<file path="config.mk">
export PLATFORM = sky130hd
export DESIGN_NAME = rf_wb_arbiter_flat
export DESIGN_NICKNAME = d
export VERILOG_FILES = /design/src/rtl/rf_wb_arbiter_if.sv /design/src/rtl/rf_wb_arbiter.sv /design/src/flat_wrapper.sv
export SDC_FILE = /design/constraint.sdc
export NUM_CORES = 1
export LEC_CHECK = 0
export CORE_ASPECT_RATIO = 0.5
export CORE_MARGIN = 10
export CORE_UTILIZATION = 49
export CTS_BUF_LIST = sky130_fd_sc_hd__clkbuf_2 sky130_fd_sc_hd__clkbuf_4 sky130_fd_sc_hd__clkbuf_8
export CTS_CLUSTER_DIAMETER = 50
export DETAILED_ROUTE_END_ITERATION = 10
export PLACE_DENSITY_LB_ADDON = 0.2
export REMOVE_ABC_BUFFERS = 1
export SLEW_MARGIN = 20
export SYNTH_ARGS = -nofsm -noshare
export SYNTH_HDL_FRONTEND = slang
export SYNTH_SLANG_ARGS = --single-unit
</file>
<file path="constraint.sdc">
create_clock -name clk -period 4.6 [get_ports clk]
set_input_delay 0.92 -clock clk [delete_from_list [all_inputs] [get_ports clk]]
set_output_delay 0.92 -clock clk [all_outputs]
set_load 0.03 [all_outputs]
</file>
<file path="src/rtl/rf_wb_arbiter_if.sv">
// Bundles the three producer result channels and the register-file write channel of the write-back arbiter.
// master = producer/environment side, slave = arbiter side.
interface rf_wb_arbiter_if #(
    parameter int TAG_WIDTH = 2
);
    logic                 src0_valid;
    logic                 src0_ready;
    logic [4:0]           src0_addr;
    logic [TAG_WIDTH-1:0] src0_tag;
    logic [31:0]          src0_data;

    logic                 src1_valid;
    logic                 src1_ready;
    logic [4:0]           src1_addr;
    logic [TAG_WIDTH-1:0] src1_tag;
    logic [31:0]          src1_data;

    logic                 src2_valid;
    logic                 src2_ready;
    logic [4:0]           src2_addr;
    logic [TAG_WIDTH-1:0] src2_tag;
    logic [31:0]          src2_data;

    logic                 wr_ch0_en;
    logic [4:0]           wr_ch0_addr;
    logic [TAG_WIDTH-1:0] wr_ch0_tag;
    logic [31:0]          wr_ch0_data;
    logic                 wb_busy;

    modport master (
        output src0_valid, src0_addr, src0_tag, src0_data,
        output src1_valid, src1_addr, src1_tag, src1_data,
        output src2_valid, src2_addr, src2_tag, src2_data,
        input  src0_ready, src1_ready, src2_ready,
        input  wr_ch0_en, wr_ch0_addr, wr_ch0_tag, wr_ch0_data, wb_busy
    );

    modport slave (
        input  src0_valid, src0_addr, src0_tag, src0_data,
        input  src1_valid, src1_addr, src1_tag, src1_data,
        input  src2_valid, src2_addr, src2_tag, src2_data,
        output src0_ready, src1_ready, src2_ready,
        output wr_ch0_en, wr_ch0_addr, wr_ch0_tag, wr_ch0_data, wb_busy
    );
endinterface

</file>
<file path="src/rtl/rf_wb_arbiter.sv">
// Three-source write-back arbiter onto the single register-file write port; round-robin when RF_WB_RR_EN is defined, else fixed src0 > src1 > src2.
// Latency 2 cycles valid->wr_ch0_en; srcN_ready drops only while entry N waits ungranted.
module rf_wb_arbiter #(
    parameter int TAG_WIDTH = 2
) (
    input  logic           clk,
    input  logic           reset_n,
    rf_wb_arbiter_if.slave bus
);
    localparam int NSRC = 3;

    logic [NSRC-1:0]      w_src_vld;
    logic [4:0]           w_src_addr [NSRC];
    logic [TAG_WIDTH-1:0] w_src_tag  [NSRC];
    logic [31:0]          w_src_data [NSRC];

    logic [NSRC-1:0]      r_hold_vld;
    logic [4:0]           r_hold_addr [NSRC];
    logic [TAG_WIDTH-1:0] r_hold_tag  [NSRC];
    logic [31:0]          r_hold_data [NSRC];

    logic [NSRC-1:0]      w_grant;
    logic [1:0]           w_win;
    logic [NSRC-1:0]      w_ready;
    logic [NSRC-1:0]      w_xfer;
    logic [NSRC-1:0]      w_load;

    logic                 r_wr_en;
    logic [4:0]           r_wr_addr;
    logic [TAG_WIDTH-1:0] r_wr_tag;
    logic [31:0]          r_wr_data;

    assign w_src_vld     = {bus.src2_valid, bus.src1_valid, bus.src0_valid};
    assign w_src_addr[0] = bus.src0_addr;
    assign w_src_addr[1] = bus.src1_addr;
    assign w_src_addr[2] = bus.src2_addr;
    assign w_src_tag[0]  = bus.src0_tag;
    assign w_src_tag[1]  = bus.src1_tag;
    assign w_src_tag[2]  = bus.src2_tag;
    assign w_src_data[0] = bus.src0_data;
    assign w_src_data[1] = bus.src1_data;
    assign w_src_data[2] = bus.src2_data;

`ifdef RF_WB_RR_EN
    logic [1:0] r_last;

    function automatic logic [1:0] rr_idx(input logic [1:0] last, input logic [1:0] step);
        logic [2:0] sum;
        sum = {1'b0, last} + {1'b0, step};
        if (sum >= 3'd3) begin
            sum = sum - 3'd3;
        end
        return sum[1:0];
    endfunction

    // Search order last+1, last+2, last+3 (mod 3): the previous winner goes to the back.
    always_comb begin
        w_grant = '0;
        w_win   = 2'd0;
        for (int k = 1; k <= NSRC; k++) begin
            if ((w_grant == '0) && r_hold_vld[rr_idx(r_last, 2'(k))]) begin
                w_grant[rr_idx(r_last, 2'(k))] = 1'b1;
                w_win                          = rr_idx(r_last, 2'(k));
            end
        end
    end

    always_ff @(posedge clk or negedge reset_n) begin
        if (!reset_n) begin
            r_last <= 2'd2;
        end else if (|w_grant) begin
            r_last <= w_win;
        end
    end
`else
    always_comb begin
        w_grant = '0;
        w_win   = 2'd0;
        if (r_hold_vld[0]) begin
            w_grant[0] = 1'b1;
            w_win      = 2'd0;
        end else if (r_hold_vld[1]) begin
            w_grant[1] = 1'b1;
            w_win      = 2'd1;
        end else if (r_hold_vld[2]) begin
            w_grant[2] = 1'b1;
            w_win      = 2'd2;
        end
    end
`endif

    // A granted entry frees up this cycle, so its producer can refill it without a bubble.
    assign w_ready = ~r_hold_vld | w_grant;
    assign w_xfer  = w_src_vld & w_ready;

    always_comb begin
        w_load = '0;
        for (int n = 0; n < NSRC; n++) begin
            w_load[n] = w_xfer[n] && (w_src_addr[n] != 5'd0);
        end
    end

    always_ff @(posedge clk or negedge reset_n) begin
        if (!reset_n) begin
            r_hold_vld <= '0;
        end else begin
            r_hold_vld <= w_load | (r_hold_vld & ~w_grant);
        end
    end

    // Payload is only meaningful while r_hold_vld is set, so it carries no reset.
    always_ff @(posedge clk) begin
        for (int n = 0; n < NSRC; n++) begin
            if (w_load[n]) begin
                r_hold_addr[n] <= w_src_addr[n];
                r_hold_tag[n]  <= w_src_tag[n];
                r_hold_data[n] <= w_src_data[n];
            end
        end
    end

    always_ff @(posedge clk or negedge reset_n) begin
        if (!reset_n) begin
            r_wr_en   <= 1'b0;
            r_wr_addr <= 5'd0;
            r_wr_tag  <= '0;
            r_wr_data <= 32'd0;
        end else begin
            r_wr_en <= |w_grant;
            if (|w_grant) begin
                r_wr_addr <= r_hold_addr[w_win];
                r_wr_tag  <= r_hold_tag[w_win];
                r_wr_data <= r_hold_data[w_win];
            end
        end
    end

    assign bus.src0_ready  = w_ready[0];
    assign bus.src1_ready  = w_ready[1];
    assign bus.src2_ready  = w_ready[2];
    assign bus.wr_ch0_en   = r_wr_en;
    assign bus.wr_ch0_addr = r_wr_addr;
    assign bus.wr_ch0_tag  = r_wr_tag;
    assign bus.wr_ch0_data = r_wr_data;
    assign bus.wb_busy     = (|r_hold_vld) | r_wr_en;
endmodule

</file>
<file path="src/flat_wrapper.sv">
// flat-port wrapper written by rule: the top's interface ports become plain ports
module rf_wb_arbiter_flat 
#(
    parameter int TAG_WIDTH = 2
)
  (clk, reset_n, bus_src0_valid, bus_src0_addr, bus_src0_tag, bus_src0_data, bus_src1_valid, bus_src1_addr, bus_src1_tag, bus_src1_data, bus_src2_valid, bus_src2_addr, bus_src2_tag, bus_src2_data, bus_src0_ready, bus_src1_ready, bus_src2_ready, bus_wr_ch0_en, bus_wr_ch0_addr, bus_wr_ch0_tag, bus_wr_ch0_data, bus_wb_busy);
  rf_wb_arbiter_if #(.TAG_WIDTH(TAG_WIDTH)) bus_i ();
  input  logic clk;
  input  logic reset_n;
  input wire logic [$bits(bus_i.src0_valid)-1:0] bus_src0_valid;
  input wire logic [$bits(bus_i.src0_addr)-1:0] bus_src0_addr;
  input wire logic [$bits(bus_i.src0_tag)-1:0] bus_src0_tag;
  input wire logic [$bits(bus_i.src0_data)-1:0] bus_src0_data;
  input wire logic [$bits(bus_i.src1_valid)-1:0] bus_src1_valid;
  input wire logic [$bits(bus_i.src1_addr)-1:0] bus_src1_addr;
  input wire logic [$bits(bus_i.src1_tag)-1:0] bus_src1_tag;
  input wire logic [$bits(bus_i.src1_data)-1:0] bus_src1_data;
  input wire logic [$bits(bus_i.src2_valid)-1:0] bus_src2_valid;
  input wire logic [$bits(bus_i.src2_addr)-1:0] bus_src2_addr;
  input wire logic [$bits(bus_i.src2_tag)-1:0] bus_src2_tag;
  input wire logic [$bits(bus_i.src2_data)-1:0] bus_src2_data;
  output wire logic [$bits(bus_i.src0_ready)-1:0] bus_src0_ready;
  output wire logic [$bits(bus_i.src1_ready)-1:0] bus_src1_ready;
  output wire logic [$bits(bus_i.src2_ready)-1:0] bus_src2_ready;
  output wire logic [$bits(bus_i.wr_ch0_en)-1:0] bus_wr_ch0_en;
  output wire logic [$bits(bus_i.wr_ch0_addr)-1:0] bus_wr_ch0_addr;
  output wire logic [$bits(bus_i.wr_ch0_tag)-1:0] bus_wr_ch0_tag;
  output wire logic [$bits(bus_i.wr_ch0_data)-1:0] bus_wr_ch0_data;
  output wire logic [$bits(bus_i.wb_busy)-1:0] bus_wb_busy;
  assign bus_i.src0_valid = bus_src0_valid;
  assign bus_i.src0_addr = bus_src0_addr;
  assign bus_i.src0_tag = bus_src0_tag;
  assign bus_i.src0_data = bus_src0_data;
  assign bus_i.src1_valid = bus_src1_valid;
  assign bus_i.src1_addr = bus_src1_addr;
  assign bus_i.src1_tag = bus_src1_tag;
  assign bus_i.src1_data = bus_src1_data;
  assign bus_i.src2_valid = bus_src2_valid;
  assign bus_i.src2_addr = bus_src2_addr;
  assign bus_i.src2_tag = bus_src2_tag;
  assign bus_i.src2_data = bus_src2_data;
  assign bus_src0_ready = bus_i.src0_ready;
  assign bus_src1_ready = bus_i.src1_ready;
  assign bus_src2_ready = bus_i.src2_ready;
  assign bus_wr_ch0_en = bus_i.wr_ch0_en;
  assign bus_wr_ch0_addr = bus_i.wr_ch0_addr;
  assign bus_wr_ch0_tag = bus_i.wr_ch0_tag;
  assign bus_wr_ch0_data = bus_i.wr_ch0_data;
  assign bus_wb_busy = bus_i.wb_busy;
  rf_wb_arbiter #(.TAG_WIDTH(TAG_WIDTH)) u_core (.clk(clk), .reset_n(reset_n), .bus(bus_i));
endmodule
</file>
Yosys cells after proc, flatten, opt, wreduce, memory -nomap -nowiden

Memory sizes are Yosys's and may differ from the RTL's. A register that Yosys moved wholly into a read port is not among the register bits.
Cells that the tools add are included.
W data, S select, Z words.

Multiplexer cells: 14
Bitwise gates (word level): 7
Reductions and logical operators: 11

Operators with widths:

| kind                | count |
|---|---|
| $reduce_bool A5 Y1  | 3 |
| $mux W1             | 10 |
| $mux W2             | 4 |
| $and A3 B3 Y3       | 2 |
| $not A3 Y3          | 2 |
| $or A3 B3 Y3        | 2 |
| $reduce_or A3 Y1    | 2 |
| $logic_and A1 B1 Y1 | 3 |
| $logic_not A1 Y1    | 3 |
| $or A1 B1 Y1        | 1 |

Flip-flop bits (word level): 4
Memory bits (writable): 117
Bits of input ports: 122
Output and inout port bits: 44
Memories: 3

Memories:

| memory             | depth | bits a word | rd ports | clocked after memory_dff | wr ports | RTL line            | text |
|---|---|---|---|---|---|---|---|
| u_core.r_hold_data | 3     | 32          | 1        | 1                        | 3        | rf_wb_arbiter.sv:20 | `logic [31:0] r_hold_data [NSRC];` |
| u_core.r_hold_addr | 3     | 5           | 1        | 1                        | 3        | rf_wb_arbiter.sv:18 | `logic [4:0] r_hold_addr [NSRC];` |
| u_core.r_hold_tag  | 3     | 2           | 1        | 1                        | 3        | rf_wb_arbiter.sv:19 | `logic [TAG_WIDTH-1:0] r_hold_tag [NSRC];` |

Logic depth before layout (Yosys ltp)

Word-level depth: 8
Mapped depth: 6
Gate-level depth less buffers: 3

Least setup slack after synthesis

Ideal clock, no wire load.

Path type: register to register
Start: register u_core.r_hold_vld[1]
End: memory u_core.r_hold_addr[2][0], enable pin
Arrival time: 3.145 ns
Data required time: 4.160 ns
Path slack: 1.015 ns
Cell stages (with the launch flop): 4
Path buffers: 1
Period minus slack after synthesis: 3.585 ns
Cell sequence: dfrtp_1 > buf_4 > o21ai_0 > nor2b_1

RTL lines:

| what                   | RTL line             | text |
|---|---|---|
| start, declared        | rf_wb_arbiter.sv:17  | `logic [NSRC-1:0] r_hold_vld;` |
| start signal, assigned | rf_wb_arbiter.sv:107 | `r_hold_vld <= w_load \| (r_hold_vld & ~w_grant);` |
| end, declared          | rf_wb_arbiter.sv:18  |  |

Final worst setup path

Start: register u_core.r_hold_vld[0]
End: output bus_src1_ready

Longest elaborated chain between the ends: 2

RTL lines:

| what          | RTL line            | text |
|---|---|---|
| $mux W2       | rf_wb_arbiter.sv:79 | `if (r_hold_vld[0]) begin` |
| $or A3 B3 Y3  | rf_wb_arbiter.sv:93 | `assign w_ready = ~r_hold_vld \| w_grant;` |
| end, declared | flat_wrapper.sv:23  | `output wire logic [$bits(bus_i.src1_ready)-1:0] bus_src1_ready;` |

Every way passes these cells.

==> impl_metrics.env <==
export IMPL_status="complete, no violations"
export IMPL_die_area_um2=16500
export IMPL_routed_top_layer="met4"
export IMPL_dr_wl_met2_um=7070
export IMPL_synth_most_common_cell="edfxtp_1"
export IMPL_cts_tree="yes"
export IMPL_slew_headroom_pct=35.0
export IMPL_route_met3_wl_um=891
export IMPL_synth_warning_count=0
export IMPL_dp_hpwl_um=9060
export IMPL_post_drt_via_cell_ratio=5.36
export IMPL_place_port_buffers=164
export IMPL_vias=3422
export IMPL_ios=166
export IMPL_setup_violations=0
export IMPL_antenna_found_initial=0
export IMPL_track_usage_pct=16.4
export IMPL_worst_hold_slack_ns=0.462
export IMPL_area_growth_syn_to_layout_pct=37.7
export IMPL_grt_ovfl_total=0
export IMPL_route_detailed_drc=0
export IMPL_rsz0062_at_grt="false"
export IMPL_period_minus_slack_ns=3.40
export IMPL_wl_met1_um=5510
export IMPL_ys_types=19
export IMPL_synth_seq_cells=160
export IMPL_grt_max_degree=57
export IMPL_grt_pass1_wl_um=20300
export IMPL_routed_wl_um=13600
export IMPL_grt_pass1_vias=3723
export IMPL_postRouteAntennaNets=0
export IMPL_final_nets=603
export IMPL_fin_setup_tns_ns=0
export IMPL_crit_arrival_ns=2.48
export IMPL_post_cts_buffers=0
export IMPL_synth_seq_area_share_pct=81.3
export IMPL_cp_start_kind="flop"
export IMPL_ctsLongestPathBuffers=2
export IMPL_synthCells=317
export IMPL_die_h_um=95.9
export IMPL_cts_hold_buf=0
export IMPL_synth_top_area_cell="edfxtp_1"
export IMPL_cts_sinks=160
export IMPL_drtIter0Drc=272
export IMPL_powerDensity_nw_per_um2=407
export IMPL_avgRoutedWirePerCell_um=21.3
export IMPL_die_w_um=172
export IMPL_clkTransAtPathRegs_ns=0.10
export IMPL_core_area_um2=11100
export IMPL_antenna_cells=0
export IMPL_hold_viol=0
export IMPL_ys_async_sr_fraction_pct=26.9
export IMPL_fmax_ghz=0.294
export IMPL_ir_drop_mv=0.237
export IMPL_maxSlewViolCount=0
export IMPL_total_power_mw=3.16
export IMPL_synthFlopType="edfxtp_1"
export IMPL_gp_routability_congestion=0.777
export IMPL_fp_row_count=27
export IMPL_dr_pass1_iters=4
export IMPL_cp_end_kind="output pin"
export IMPL_ctsHtreeMaxLevel=4
export IMPL_cp_required_ns=3.68
export IMPL_clock_skew_ns=0.0142
export IMPL_finalCritPeriodShare_pct=73.8
export IMPL_cts_resized=0
export IMPL_maxCapViolCount=0
export IMPL_start_util_pct=50.8
export IMPL_final_core_utilization_pct=69.9
export IMPL_synth_edff_count=117
export IMPL_tightestPinTransition_ns=0.972
export IMPL_synth_area_per_cell_um2=17.8
export IMPL_yosys_top_cells_area="edfxtp_1, dfrtp_1, a22oi_1"
export IMPL_fillCellCount=771
export IMPL_crit_fanout=56
export IMPL_crit_type="flop to output pin"
export IMPL_hold_class="primary input to asynchronous set/reset pin"
export IMPL_p_leak_nw=2.73
export IMPL_r2r_cells=3
export IMPL_synth_top_area_share_pct=62.3
export IMPL_clk_insertion_delay_late_ns=0.45
export IMPL_syn_cell_area_um2=5640
export IMPL_drive_above_1_share_pct=8.91
export IMPL_root_buffer="clkbuf_8"
export IMPL_synthTopCellsByCount="edfxtp_1, a22oi_1, dfrtp_1, o21ai_0, o21ai_1"
export IMPL_cts_buffers=17
-- worst paths after layout --
check,startpoint,end,slack (ns)
worst max-delay path,u_core.r_hold_vld[0]$_DFF_PN0_,bus_src1_ready,1.20
worst min-delay path,reset_n,u_core.bus.wr_ch0_data[25]$_DFFE_PN0P_,0.46
worst max register to register,u_core.r_hold_vld[1]$_DFF_PN0_,u_core.r_hold_data[2][10]$_DFFE_PP_,2.18
worst min register to register,u_core.r_hold_data[0][16]$_DFFE_PP_,u_core.bus.wr_ch0_data[16]$_DFFE_PN0P_,0.50
max in group asynchronous,reset_n,u_core.r_hold_vld[0]$_DFF_PN0_,3.65
min in group clk,u_core.r_hold_data[0][16]$_DFFE_PP_,u_core.bus.wr_ch0_data[16]$_DFFE_PN0P_,0.50
-- layout by cell type (no fill, tap or decap) --
cell type          n
a21oi_4            1
a22oi_1           78
buf_16             1
buf_4              4
bufinv_16          1
clkbuf_4           1
clkbuf_8          17
clkdlybuf4s50_1  163
clkinv_4           6
clkinvlp_4         1
conb_1             1
dfrtp_1           41
dfrtp_2            2
edfxtp_1         117
inv_1              1
inv_6              4
inv_8              2
nand2_1            3
nor2b_4            2
nor3_4             1
o21a_4             1
o21ai_0           22
o21ai_1           20
or2b_1             1
or4_1              3
-- critical path: stages, from the launching register on --
cell and delay [ns]:
dfrtp_2 0.69, buf_4 0.57, nand2_1 0.13, clkdlybuf4s50_1 0.64
-- cells by family (layout without fill, tap and decap cells) --
kind of cell / after synthesis / after routing / share of synthesized area, %
AOI/OAI and AO/OA: 122 / 122 / 14.3
DFF: 160 / 160 / 81.3
buffers and inverters: 24 / 201 / 2.90
other: 1 / 1 / 0.0665
and+or+nand+nor: 10 / 10 / 1.37
-- layout make-up --
class | count | area (um2) | share of cell area [%]
Sequential cell | 160 | 4590 | 59.1
Timing Repair Buffer | 168 | 1690 | 21.7
Multi-Input combinational cell | 133 | 916 | 11.8
Clock buffer | 18 | 241 | 3.11
Tap cell | 145 | 181 | 2.33
Clock inverter | 14 | 148 | 1.90
Inverter | 1 | 3.75 | 0.0483
-- stage by stage --
| stage | setup slack, ns | cells | area (um2) |
|---|---|---|---|
| after floorplan | 0.239 | 294 | 5480 |
| after global placement | 1.67 | 606 | 7350 |
| after detailed placement | 1.51 | 606 | 7350 |
| after CTS | 1.18 | 638 | 7730 |
| after global routing | 1.05 | 639 | 7770 |
| final | 1.20 | 639 | 7770 |
-- layer usage --
metal / vias up / GRT usage (%)
met5: - / 0
met4: 0 / 5.56
met3: 11 / 5.10
met2: 110 / 28.2
met1: 1698 / 19.5
li1: 1603 / -
-- state kept, by name (all words and copies together) (netlist names) --
register	cells
u_core.r_hold_tag	6
u_core.r_hold_vld	3
u_core.bus.wr_ch0_data	32
u_core.r_hold_addr	15
u_core.bus.wr_ch0_tag	2
u_core.bus.wr_ch0_en	1
u_core.bus.wr_ch0_addr	5
u_core.r_hold_data	96
-- where the power goes --
| group | internal (mW) | switching (mW) | total (mW) |
|---|---|---|---|
| logic | 0.209 | 0.216 | 0.425 |
| registers | 1.67 | 0.0600 | 1.73 |
| clock network | 0.453 | 0.553 | 1.01 |
Note: power is estimated with default switching activity, not from simulation.
